## src/rtl/frame_transmitter_pkg.sv

```systemverilog
// Shared definitions for the serial packet framer: line levels, FSM encodings, width helper.
package tx_defs;

  localparam logic IDLE_LEVEL  = 1'b1;
  localparam logic START_LEVEL = 1'b0;

  // Per-byte serialiser states
  typedef enum logic [2:0] {
    BIT_IDLE,
    BIT_START,
    BIT_DATA,
    BIT_PARITY,
    BIT_STOP
  } bit_state_t;

  // Packet-level states
  typedef enum logic [1:0] {
    PKT_IDLE,
    PKT_SEND,
    PKT_GAP
  } pkt_state_t;

  // Bits needed to hold a byte count of 0..n
  function automatic int unsigned len_width(input int unsigned n);
    return $clog2(n + 1);
  endfunction

endpackage

```

## src/rtl/frame_transmitter_if.sv

```systemverilog
// Packet request / serial status bundle between a producer and the framer.
interface frame_transmitter_if
  import tx_defs::*;
#(
  parameter int unsigned DATA_BYTES = 8
);
  localparam int unsigned LEN_W = len_width(DATA_BYTES);

  logic                    send;
  logic [LEN_W-1:0]        len;
  logic [8*DATA_BYTES-1:0] data;
  logic                    ready;
  logic                    busy;
  logic                    transmission;
  logic                    done;
  logic                    out_data;

  modport master (
    output send, len, data,
    input  ready, busy, transmission, done, out_data
  );

  modport slave (
    input  send, len, data,
    output ready, busy, transmission, done, out_data
  );
endinterface

```

## src/rtl/frame_transmitter_serial_byte_tx.sv

```systemverilog
// Serialises one byte per start pulse: start bit, 8 data bits LSB-first, optional even parity, stop bit(s).
module serial_byte_tx
  import tx_defs::*;
#(
  parameter int unsigned CLKS_PER_BIT = 16,
  parameter int unsigned PARITY_EN    = 0,
  parameter int unsigned STOP_BITS    = 1
) (
  input  logic       clk,
  input  logic       rst_n,
  input  logic       start,
  input  logic [7:0] byte_in,
  output logic       line,
  output logic       frame_busy,
  output logic       byte_done_c
);
  localparam int unsigned DIV_W = $clog2(CLKS_PER_BIT);

  bit_state_t       state;
  logic [DIV_W-1:0] div_q;
  logic [2:0]       bit_q;
  logic             stop_q;
  logic [7:0]       shreg_q;
  logic             parity_q;
  logic             bit_end_c;

  assign bit_end_c   = (div_q == DIV_W'(CLKS_PER_BIT - 1));
  // High in the final cycle of the final stop bit; a start here chains the next frame seamlessly
  assign byte_done_c = (state == BIT_STOP) && bit_end_c && (stop_q == 1'(STOP_BITS - 1));

  // Frame sequencer with baud divider; line and frame_busy are registered
  always_ff @(posedge clk or negedge rst_n) begin
    if (!rst_n) begin
      state      <= BIT_IDLE;
      div_q      <= '0;
      bit_q      <= '0;
      stop_q     <= 1'b0;
      shreg_q    <= '0;
      parity_q   <= 1'b0;
      line       <= IDLE_LEVEL;
      frame_busy <= 1'b0;
    end else if (start && (state == BIT_IDLE || byte_done_c)) begin
      state      <= BIT_START;
      div_q      <= '0;
      shreg_q    <= byte_in;
      parity_q   <= ^byte_in;
      line       <= START_LEVEL;
      frame_busy <= 1'b1;
    end else if (byte_done_c) begin
      state      <= BIT_IDLE;
      div_q      <= '0;
      line       <= IDLE_LEVEL;
      frame_busy <= 1'b0;
    end else if (state != BIT_IDLE) begin
      if (!bit_end_c) begin
        div_q <= div_q + DIV_W'(1);
      end else begin
        div_q <= '0;
        unique case (state)
          BIT_START: begin
            state   <= BIT_DATA;
            bit_q   <= '0;
            line    <= shreg_q[0];
            shreg_q <= {1'b0, shreg_q[7:1]};
          end
          BIT_DATA: begin
            if (bit_q == 3'd7) begin
              if (PARITY_EN != 0) begin
                state <= BIT_PARITY;
                line  <= parity_q;
              end else begin
                state  <= BIT_STOP;
                stop_q <= 1'b0;
                line   <= IDLE_LEVEL;
              end
            end else begin
              bit_q   <= bit_q + 3'd1;
              line    <= shreg_q[0];
              shreg_q <= {1'b0, shreg_q[7:1]};
            end
          end
          BIT_PARITY: begin
            state  <= BIT_STOP;
            stop_q <= 1'b0;
            line   <= IDLE_LEVEL;
          end
          BIT_STOP: stop_q <= stop_q + 1'b1;
          default:  state  <= BIT_IDLE;
        endcase
      end
    end
  end
endmodule

```

## src/rtl/frame_transmitter.sv

```systemverilog
// Packet framer: buffers a packet, feeds its bytes to the serialiser, inserts gaps, reports ready/done.
module frame_transmitter
  import tx_defs::*;
#(
  parameter int unsigned DATA_BYTES   = 8,
  parameter int unsigned CLKS_PER_BIT = 16,
  parameter int unsigned PARITY_EN    = 0,
  parameter int unsigned STOP_BITS    = 1,
  parameter int unsigned GAP_CLKS     = 0,
  parameter int unsigned BYTE_MSB_1ST = 0
) (
  input  logic             clk,
  input  logic             rst_n,
  frame_transmitter_if.slave bus
);
  localparam int unsigned LEN_W  = len_width(DATA_BYTES);
  localparam int unsigned GAP_W  = $clog2(GAP_CLKS + 2);
  localparam bit          NO_GAP = (GAP_CLKS == 0);

  pkt_state_t              state;
  logic [8*DATA_BYTES-1:0] pkt_q;
  logic [LEN_W-1:0]        len_q;
  logic [LEN_W-1:0]        idx_q;
  logic [GAP_W-1:0]        gap_q;
  logic                    ready_q;
  logic                    busy_q;
  logic                    done_q;

  logic                    accept_c;
  logic                    last_c;
  logic                    gap_end_c;
  logic                    start_c;
  logic [7:0]              byte_c;
  logic                    line;
  logic                    frame_busy;
  logic                    byte_done_c;

  // Byte i of an n-byte packet, honouring the configured send order
  function automatic logic [7:0] pick(input logic [8*DATA_BYTES-1:0] pkt,
                                      input logic [LEN_W-1:0] n,
                                      input logic [LEN_W-1:0] i);
    logic [LEN_W-1:0] sel;
    sel = (BYTE_MSB_1ST != 0) ? LEN_W'(n - i - LEN_W'(1)) : i;
    return 8'(pkt >> {sel, 3'b000});
  endfunction

  assign accept_c  = ready_q && bus.send && (bus.len != '0) && (bus.len <= LEN_W'(DATA_BYTES));
  assign last_c    = (idx_q == LEN_W'(len_q - LEN_W'(1)));
  assign gap_end_c = (gap_q == GAP_W'(GAP_CLKS - 1));

  // Byte launch: first byte straight from the bus on accept, later bytes from the buffer
  always_comb begin
    start_c = 1'b0;
    byte_c  = pick(bus.data, bus.len, LEN_W'(0));
    unique case (state)
      PKT_IDLE: start_c = accept_c;
      PKT_SEND: begin
        if (NO_GAP && byte_done_c && !last_c) begin
          start_c = 1'b1;
          byte_c  = pick(pkt_q, len_q, LEN_W'(idx_q + LEN_W'(1)));
        end
      end
      PKT_GAP: begin
        if (gap_end_c) begin
          start_c = 1'b1;
          byte_c  = pick(pkt_q, len_q, idx_q);
        end
      end
      default: start_c = 1'b0;
    endcase
  end

  // Packet FSM with registered ready/busy/done
  always_ff @(posedge clk or negedge rst_n) begin
    if (!rst_n) begin
      state   <= PKT_IDLE;
      pkt_q   <= '0;
      len_q   <= '0;
      idx_q   <= '0;
      gap_q   <= '0;
      ready_q <= 1'b1;
      busy_q  <= 1'b0;
      done_q  <= 1'b0;
    end else begin
      done_q <= 1'b0;
      unique case (state)
        PKT_IDLE: begin
          if (accept_c) begin
            pkt_q   <= bus.data;
            len_q   <= bus.len;
            idx_q   <= '0;
            state   <= PKT_SEND;
            ready_q <= 1'b0;
            busy_q  <= 1'b1;
          end
        end
        PKT_SEND: begin
          if (byte_done_c) begin
            if (last_c) begin
              state   <= PKT_IDLE;
              idx_q   <= '0;
              ready_q <= 1'b1;
              busy_q  <= 1'b0;
              done_q  <= 1'b1;
            end else begin
              idx_q <= idx_q + LEN_W'(1);
              if (!NO_GAP) begin
                state <= PKT_GAP;
                gap_q <= '0;
              end
            end
          end
        end
        PKT_GAP: begin
          if (gap_end_c) state <= PKT_SEND;
          else           gap_q <= gap_q + GAP_W'(1);
        end
        default: state <= PKT_IDLE;
      endcase
    end
  end

  serial_byte_tx #(
    .CLKS_PER_BIT (CLKS_PER_BIT),
    .PARITY_EN    (PARITY_EN),
    .STOP_BITS    (STOP_BITS)
  ) u_byte_tx (
    .clk         (clk),
    .rst_n       (rst_n),
    .start       (start_c),
    .byte_in     (byte_c),
    .line        (line),
    .frame_busy  (frame_busy),
    .byte_done_c (byte_done_c)
  );

  assign bus.ready        = ready_q;
  assign bus.busy         = busy_q;
  assign bus.done         = done_q;
  assign bus.transmission = frame_busy;
  assign bus.out_data     = line;
endmodule
```

## src/flat_wrapper.sv

```systemverilog
// flat-port wrapper written by rule: the top's interface ports become plain ports
module frame_transmitter_flat import tx_defs::*;
#(
  parameter int unsigned DATA_BYTES   = 8,
  parameter int unsigned CLKS_PER_BIT = 16,
  parameter int unsigned PARITY_EN    = 0,
  parameter int unsigned STOP_BITS    = 1,
  parameter int unsigned GAP_CLKS     = 0,
  parameter int unsigned BYTE_MSB_1ST = 0
)
  (clk, rst_n, bus_send, bus_len, bus_data, bus_ready, bus_busy, bus_transmission, bus_done, bus_out_data);
  frame_transmitter_if #(.DATA_BYTES(DATA_BYTES)) bus_i ();
  input  logic clk;
  input  logic rst_n;
  input wire logic [$bits(bus_i.send)-1:0] bus_send;
  input wire logic [$bits(bus_i.len)-1:0] bus_len;
  input wire logic [$bits(bus_i.data)-1:0] bus_data;
  output wire logic [$bits(bus_i.ready)-1:0] bus_ready;
  output wire logic [$bits(bus_i.busy)-1:0] bus_busy;
  output wire logic [$bits(bus_i.transmission)-1:0] bus_transmission;
  output wire logic [$bits(bus_i.done)-1:0] bus_done;
  output wire logic [$bits(bus_i.out_data)-1:0] bus_out_data;
  assign bus_i.send = bus_send;
  assign bus_i.len = bus_len;
  assign bus_i.data = bus_data;
  assign bus_ready = bus_i.ready;
  assign bus_busy = bus_i.busy;
  assign bus_transmission = bus_i.transmission;
  assign bus_done = bus_i.done;
  assign bus_out_data = bus_i.out_data;
  frame_transmitter #(.DATA_BYTES(DATA_BYTES), .CLKS_PER_BIT(CLKS_PER_BIT), .PARITY_EN(PARITY_EN), .STOP_BITS(STOP_BITS), .GAP_CLKS(GAP_CLKS), .BYTE_MSB_1ST(BYTE_MSB_1ST)) u_core (.clk(clk), .rst_n(rst_n), .bus(bus_i));
endmodule
```

## config.mk

```make
export PLATFORM = sky130hd
export DESIGN_NAME = frame_transmitter_flat
export DESIGN_NICKNAME = d
export VERILOG_FILES = /design/src/rtl/frame_transmitter_pkg.sv /design/src/rtl/frame_transmitter_if.sv /design/src/rtl/frame_transmitter_serial_byte_tx.sv /design/src/rtl/frame_transmitter.sv /design/src/flat_wrapper.sv
export SDC_FILE = /design/constraint.sdc
export NUM_CORES = 1
export LEC_CHECK = 0
export ABC_CLOCK_PERIOD_IN_PS = 2400
export CAP_MARGIN = 20
export CORE_MARGIN = 1
export CORE_UTILIZATION = 49
export DETAILED_ROUTE_END_ITERATION = 8
export GPL_ROUTABILITY_DRIVEN = 0
export PLACE_DENSITY = 0.74
export SLEW_MARGIN = 20
export SYNTH_ARGS = -nofsm -noshare
export SYNTH_HDL_FRONTEND = slang
export SYNTH_SLANG_ARGS = --single-unit
```

## constraint.sdc

```tcl
create_clock -name clk -period 2.4 [get_ports clk]
set_input_delay 0.48 -clock clk [delete_from_list [all_inputs] [get_ports clk]]
set_output_delay 0.48 -clock clk [all_outputs]
set_load 0.005 [all_outputs]
```

# == After elaboration in Yosys (flattened, before gate mapping) ==
# Index checks and enable logic that the tools add are counted.
# word_totals
register_bits,99
input_bits,71
output_inout_bits,5
elab_cells,133
# classes
addsub,6
n_lt_le_gt_ge,1
eq_ne,19
shifts,2
n_mux,55
bitwise,3
n_reduce_logical,32
# op_table
op,n
64-bit by 7-bit right shift with 8-bit output,2
8-bit two-way mux,7
8-bit one-hot mux with 2 select lines,2
4-bit two-way mux,7
1-bit two-way mux,20
3-bit two-way mux,6
3-bit nonzero test,5
3-bit one-hot mux with 4 select lines,1
4-bit AND reduction,3
6-bit AND reduction,2
2-bit nonzero test,5
1-bit one-hot mux with 3 select lines,3
4-bit by 1-bit adder with 4-bit output (second input constant),2
2-bit two-way mux,4
2-bit by 1-bit != test with 1-bit output (second input constant),4
4-bit one-hot mux with 2 select lines,1
1-bit logical AND,7
3-bit by 2-bit == test with 1-bit output (second input constant),2
3-bit == test (second input constant),2
2-bit != test (second input constant),3
2-bit one-hot mux with 3 select lines,1
3-bit one-hot mux with 2 select lines,1
3-bit AND reduction,2
5-bit AND reduction,1
other kinds (21),25

# == Depth between registers and ports, before layout ==
# depth
word_depth,9
ltp_mapped,8
depth_no_buf,7

# == Hierarchy ==
# A second synthesis with hierarchy kept.
# unflattened
cells_unflattened,370
hier_area_um2,4780.8
# modules_own_cells
mod,instances,cells_per_inst,area_each_um2,seq_area_each_um2
frame_transmitter,1,254,3686.0,1878.1
serial_byte_tx,1,116,1094.8,526.8

# == Worst setup path before layout ==
# OpenSTA, ideal clock, no wires.
# synth_path
path_kind,register to register
start,register u_core.idx_q[1]
end,register u_core.u_byte_tx.shreg_q[3]
setup_time_ns,0.127
arrival_time_ns,1.870
required_time_ns,2.273
path_slack_ns,0.403
stages_incl_launch_ff,9
n_path_buf,2
period_less_slack_ns,1.997
path_cell_list,dfrtp_1 ha_1 buf_2 clkbuf_1 mux4_2 mux2i_1 nor2_1 o22ai_1 a2bb2oi_1
# synth_between
elab_chain_len,8
word_cells_on_any_way,19
cone_classes,add/sub (1); eq/ne (3); shift (2); mux (6); reduce/logical (7)
# synth_lines
element,line_no,text
start: declaration,frame_transmitter.sv:23,logic [LEN_W-1:0] idx_q;
start signal: assignment,frame_transmitter.sv:106,idx_q <= idx_q + LEN_W'(1);
branches (longest 8 deep; another with 4-bit by 1-bit adder with 4-bit output),--,
end signal: assignment,frame_transmitter_serial_byte_tx.sv:45,shreg_q <= byte_in;
end signal: assignment,frame_transmitter_serial_byte_tx.sv:64,"shreg_q <= {1'b0, shreg_q[7:1]};"
end signal: assignment,frame_transmitter_serial_byte_tx.sv:79,"shreg_q <= {1'b0, shreg_q[7:1]};"
end: declaration,frame_transmitter_serial_byte_tx.sv:23,logic [7:0] shreg_q;
# Several ways; the timed one is not identified.
# A chain may end at the register's enable or synchronous reset.

# == Worst setup path after layout ==
# layout_path
start,register u_core.u_byte_tx.div_q[0]
end,register u_core.u_byte_tx.shreg_q[0]
# layout_between
elab_chain_len,9
word_cells_on_any_way,17
cone_classes,eq/ne (3); mux (5); reduce/logical (9)
# layout_lines
element,line_no,text
start: declaration,frame_transmitter_serial_byte_tx.sv:20,logic [DIV_W-1:0] div_q;
start signal: assignment,frame_transmitter_serial_byte_tx.sv:56,div_q <= div_q + DIV_W'(1);
4-bit == test *,frame_transmitter_serial_byte_tx.sv:27,assign bit_end_c = (div_q == DIV_W'(CLKS_PER_BIT - 1));
1-bit logical AND (2 in series),frame_transmitter_serial_byte_tx.sv:29,assign byte_done_c = (state == BIT_STOP) && bit_end_c && (stop_q == 1'(STOP_BITS - 1));
1-bit logical AND,frame_transmitter.sv:58,if (NO_GAP && byte_done_c && !last_c) begin
1-bit two-way mux,frame_transmitter.sv:58,
1-bit one-hot mux with 3 select lines,frame_transmitter.sv:55,unique case (state)
1-bit logical AND,frame_transmitter_serial_byte_tx.sv:42,end else if (start && (state == BIT_IDLE || byte_done_c)) begin
3-bit != test (no line) (tied with other cells),--,
5-bit AND reduction (no line),--,
# Mark *: on every way between the ends. The rest lies on a longest branch, timed or not.

==> impl_results.md <==
* Row count at 35
* Total power at around 5.3 mW
* Total gr overflow at 0
* Worst r2r src: u_core.u_byte_tx.div_q[0]$_DFFE_PN0P_
* Final ANT Viol Nets at 0
* Routed len/inst at 14.79 um
* Worst-path clk slew at 90 ps
* Overall Global Routing Usage at 22.55%
* CTS HTree Levels at 3
* Via count at 3,684
* Most common cell after layout, fill and taps aside: nand2_1
* Post-CTS setup buffer count at 0
* Final Util at 63.85%
* Residual DRC at 0
* FF+latch count, synth at 96
* EDFF count, synth at 0
* Vias in the first global route at 3,661
* Detail Placement HPWL at 7.587 mm
* Clock skew at 11.00 ps
* Syn Area/Cell at 9.503 um^2
* Worst rel slew slack at 54.51%
* First-pass GRT wire length at 17.37 mm
* Max Slew Vio Count at 0
* Leak at 2.758 nW
* Synthesized cell area at 4647 um^2
* Die area at 9877 um^2
* Clk_lat worst skew at 370 ps
* Area after DPL at 5688 um^2
* Max FO, Critical Path at 11
* DRT Wirelength at 10.25 mm
* Synth Warn # at 0
* Worst Setup Start Kind: flip-flop
* Ys flop type: dfrtp_1
* Syn nets at 565
* Post-synth ARST share at 100.0%
* Setup_tns at 0 ps
* Max_cap viols at 0
* Worst-case clock buffer depth at 2
* Setup crit end kind: flip-flop
* Area growth syn-to-layout at 26.36%
* Port buffer count at 75
* Area of the multi-input gates at 2078 um^2
* Pin count of the biggest net entering global routing at 53
* Layout fillers at 779
* Fin area at between 5000 and 6000 um^2
* Pwr Density at around 900 nW/um^2
* CTS root buffer: clkbuf_8
* Layout cell share with drive strength beyond 1 at 12.37%
* CTS Buf Count at 9
* Antenna Cells at 0
* Required @ worst endpoint at 2680 ps
* Worst min path class: input port to async pin
* Worst slack, placed at 17.68 ps
* Status: complete, no violations
* Cts hold-fix bufs at 0
* DR vias/cell at around 5.3
* Core area at 9196 um^2
* CTS resizes at 0
* CTS tree: done
* Die Wd at 99.39 um
* Sequential cell area at 2405 um^2
* PnR worst setup slack at 258.7 ps
* Max Freq at 467.0 MHz
* Post-synthesis sequential area ratio at between 50% and 60%
* Drt pass-1 iters at 4
* Die H at about 99 um
* Initial antenna violation count at 0
* CP Class: flip-flop to flip-flop
* Endpoints failing hold at 0
* Final setup violating endpoints at 0
* Initial DRC count at 213
* Peak supply drop at 462.4 uV
* Worst EP arrival at 2420 ps
* RSZ-0062 raised after global routing: no
* Initial core utilization at 50.53%
* Clk sinks at 96
* Synth Instances at 489
* Slew @ Worst Pin at ~700 ps
* Final worst-path cycle share at 89.22%
* Final Net Count at roughly 650
* Crit path launch: u_core.u_byte_tx.div_q[0]$_DFFE_PN0P_
* Count of different cell masters after synthesis at 50
* Period minus WS final at roughly 2100 ps
* Commonest cells after routing, fill and taps aside: nand2_1, dfrtp_1, clkdlybuf4s50_1
* Num ports at 76
-- Yosys cell counts (2+ instances only) --
cell / number / area (um^2)
a21o_1: 5 / 37.54
o31a_1: 6 / 52.55
nor4_1: 2 / 12.51
a21oi_1: 7 / 35.03
xnor2_1: 3 / 26.28
clkbuf_1: 7 / 26.28
buf_2: 17 / 85.08
inv_1: 10 / 37.54
o211ai_1: 4 / 30.03
nor3_1: 2 / 10.01
buf_4: 3 / 22.52
o21a_1: 3 / 22.52
mux4_2: 16 / 360.4
dfstp_2: 2 / 52.55
o21ai_0: 13 / 65.06
o221ai_1: 2 / 17.52
or3_1: 4 / 25.02
nor2_1: 7 / 26.28
nand3_1: 11 / 55.05
nand2b_1: 6 / 37.54
dfrtp_1: 94 / 2352
mux2i_1: 8 / 80.08
nand2_1: 221 / 829.6
o311a_1: 2 / 20.02
ha_1: 5 / 62.56
xor2_1: 3 / 26.28
o21ai_1: 2 / 10.01
o22ai_1: 2 / 12.51
-- path summary, 6_finish.rpt --
check                                                                to  slack (ps)  cells after the start
worst max-delay path            u_core.u_byte_tx.shreg_q[0]$_DFFE_PN0P_         260                      7
worst min-delay path              u_core.u_byte_tx.div_q[2]$_DFFE_PN0P_         150                      1
min in group clk                           u_core.pkt_q[18]$_DFFE_PN0P_         480                      2
worst max register to register  u_core.u_byte_tx.shreg_q[0]$_DFFE_PN0P_         260                      7
worst min register to register             u_core.pkt_q[18]$_DFFE_PN0P_         480                      2
max in group asynchronous                   u_core.idx_q[2]$_DFFE_PN0P_        1540                      2
-- per-stage QoR --
step / hold WS (ps) / instances
detailed placement: 457.0 / 677
finish: 147.1 / 693
global route: 196.3 / 693
CTS: 169.7 / 693
floorplan: 184.4 / 489
global placement: 452.3 / 677
-- worst max-delay path: stages, from the launching register on --
cell and delay, ps:
dfrtp_1 430, ha_1 240, and4b_1 310, and4_1 360, o21ai_2 120, buf_4 190, o31a_1 320, o211ai_1 90
-- kinds of logic after synthesis --
group	synth area share, %
AND/OR/NAND/NOR	23.16
flip-flops	51.75
AO/OA/AOI/OAI	8.374
buffers and inverters	3.689
multiplexers	9.720
XOR/XNOR	1.966
adder cells (fa/ha/maj)	1.346
-- power by group --
group	switching (mW)	internal (mW)
logic	0.864	0.974
clock network	0.578	0.413
registers	0.317	2.16
-- registers in the layout (all words and copies together) (netlist names) --
signal	cells
u_core.u_byte_tx.state	3
u_core.pkt_q	64
u_core.idx_q	4
u_core.bus.busy	1
u_core.u_byte_tx.line	1
u_core.u_byte_tx.div_q	4
u_core.u_byte_tx.bit_q	3
u_core.u_byte_tx.frame_busy	1
u_core.u_byte_tx.shreg_q	8
u_core.len_q	4
u_core.bus.done	1
u_core.u_byte_tx.stop_q	1
u_core.bus.ready	1
-- area by class of cell --
class	count	area share, %
Tap cell	111	2.365
Clock buffer	11	2.408
Timing Repair Buffer	104	17.52
Sequential cell	96	40.95
Clock inverter	5	0.7245
Inverter	10	0.6393
Multi-Input combinational cell	356	35.39
-- metal layers --
layer | part of all wire, % | vias to the layer above | routed length, um | global-route usage, %
met5 | 0 | - | 0 | 0
met4 | 2.2 | 0 | 221 | 9.502
met1 | 46 | 1776 | 4692 | 31.58
met3 | 4.1 | 18 | 416 | 3.162
met2 | 48 | 87 | 4916 | 35.58
li1 | - | 1803 | - | -
Power figures use the tool's default switching activity.
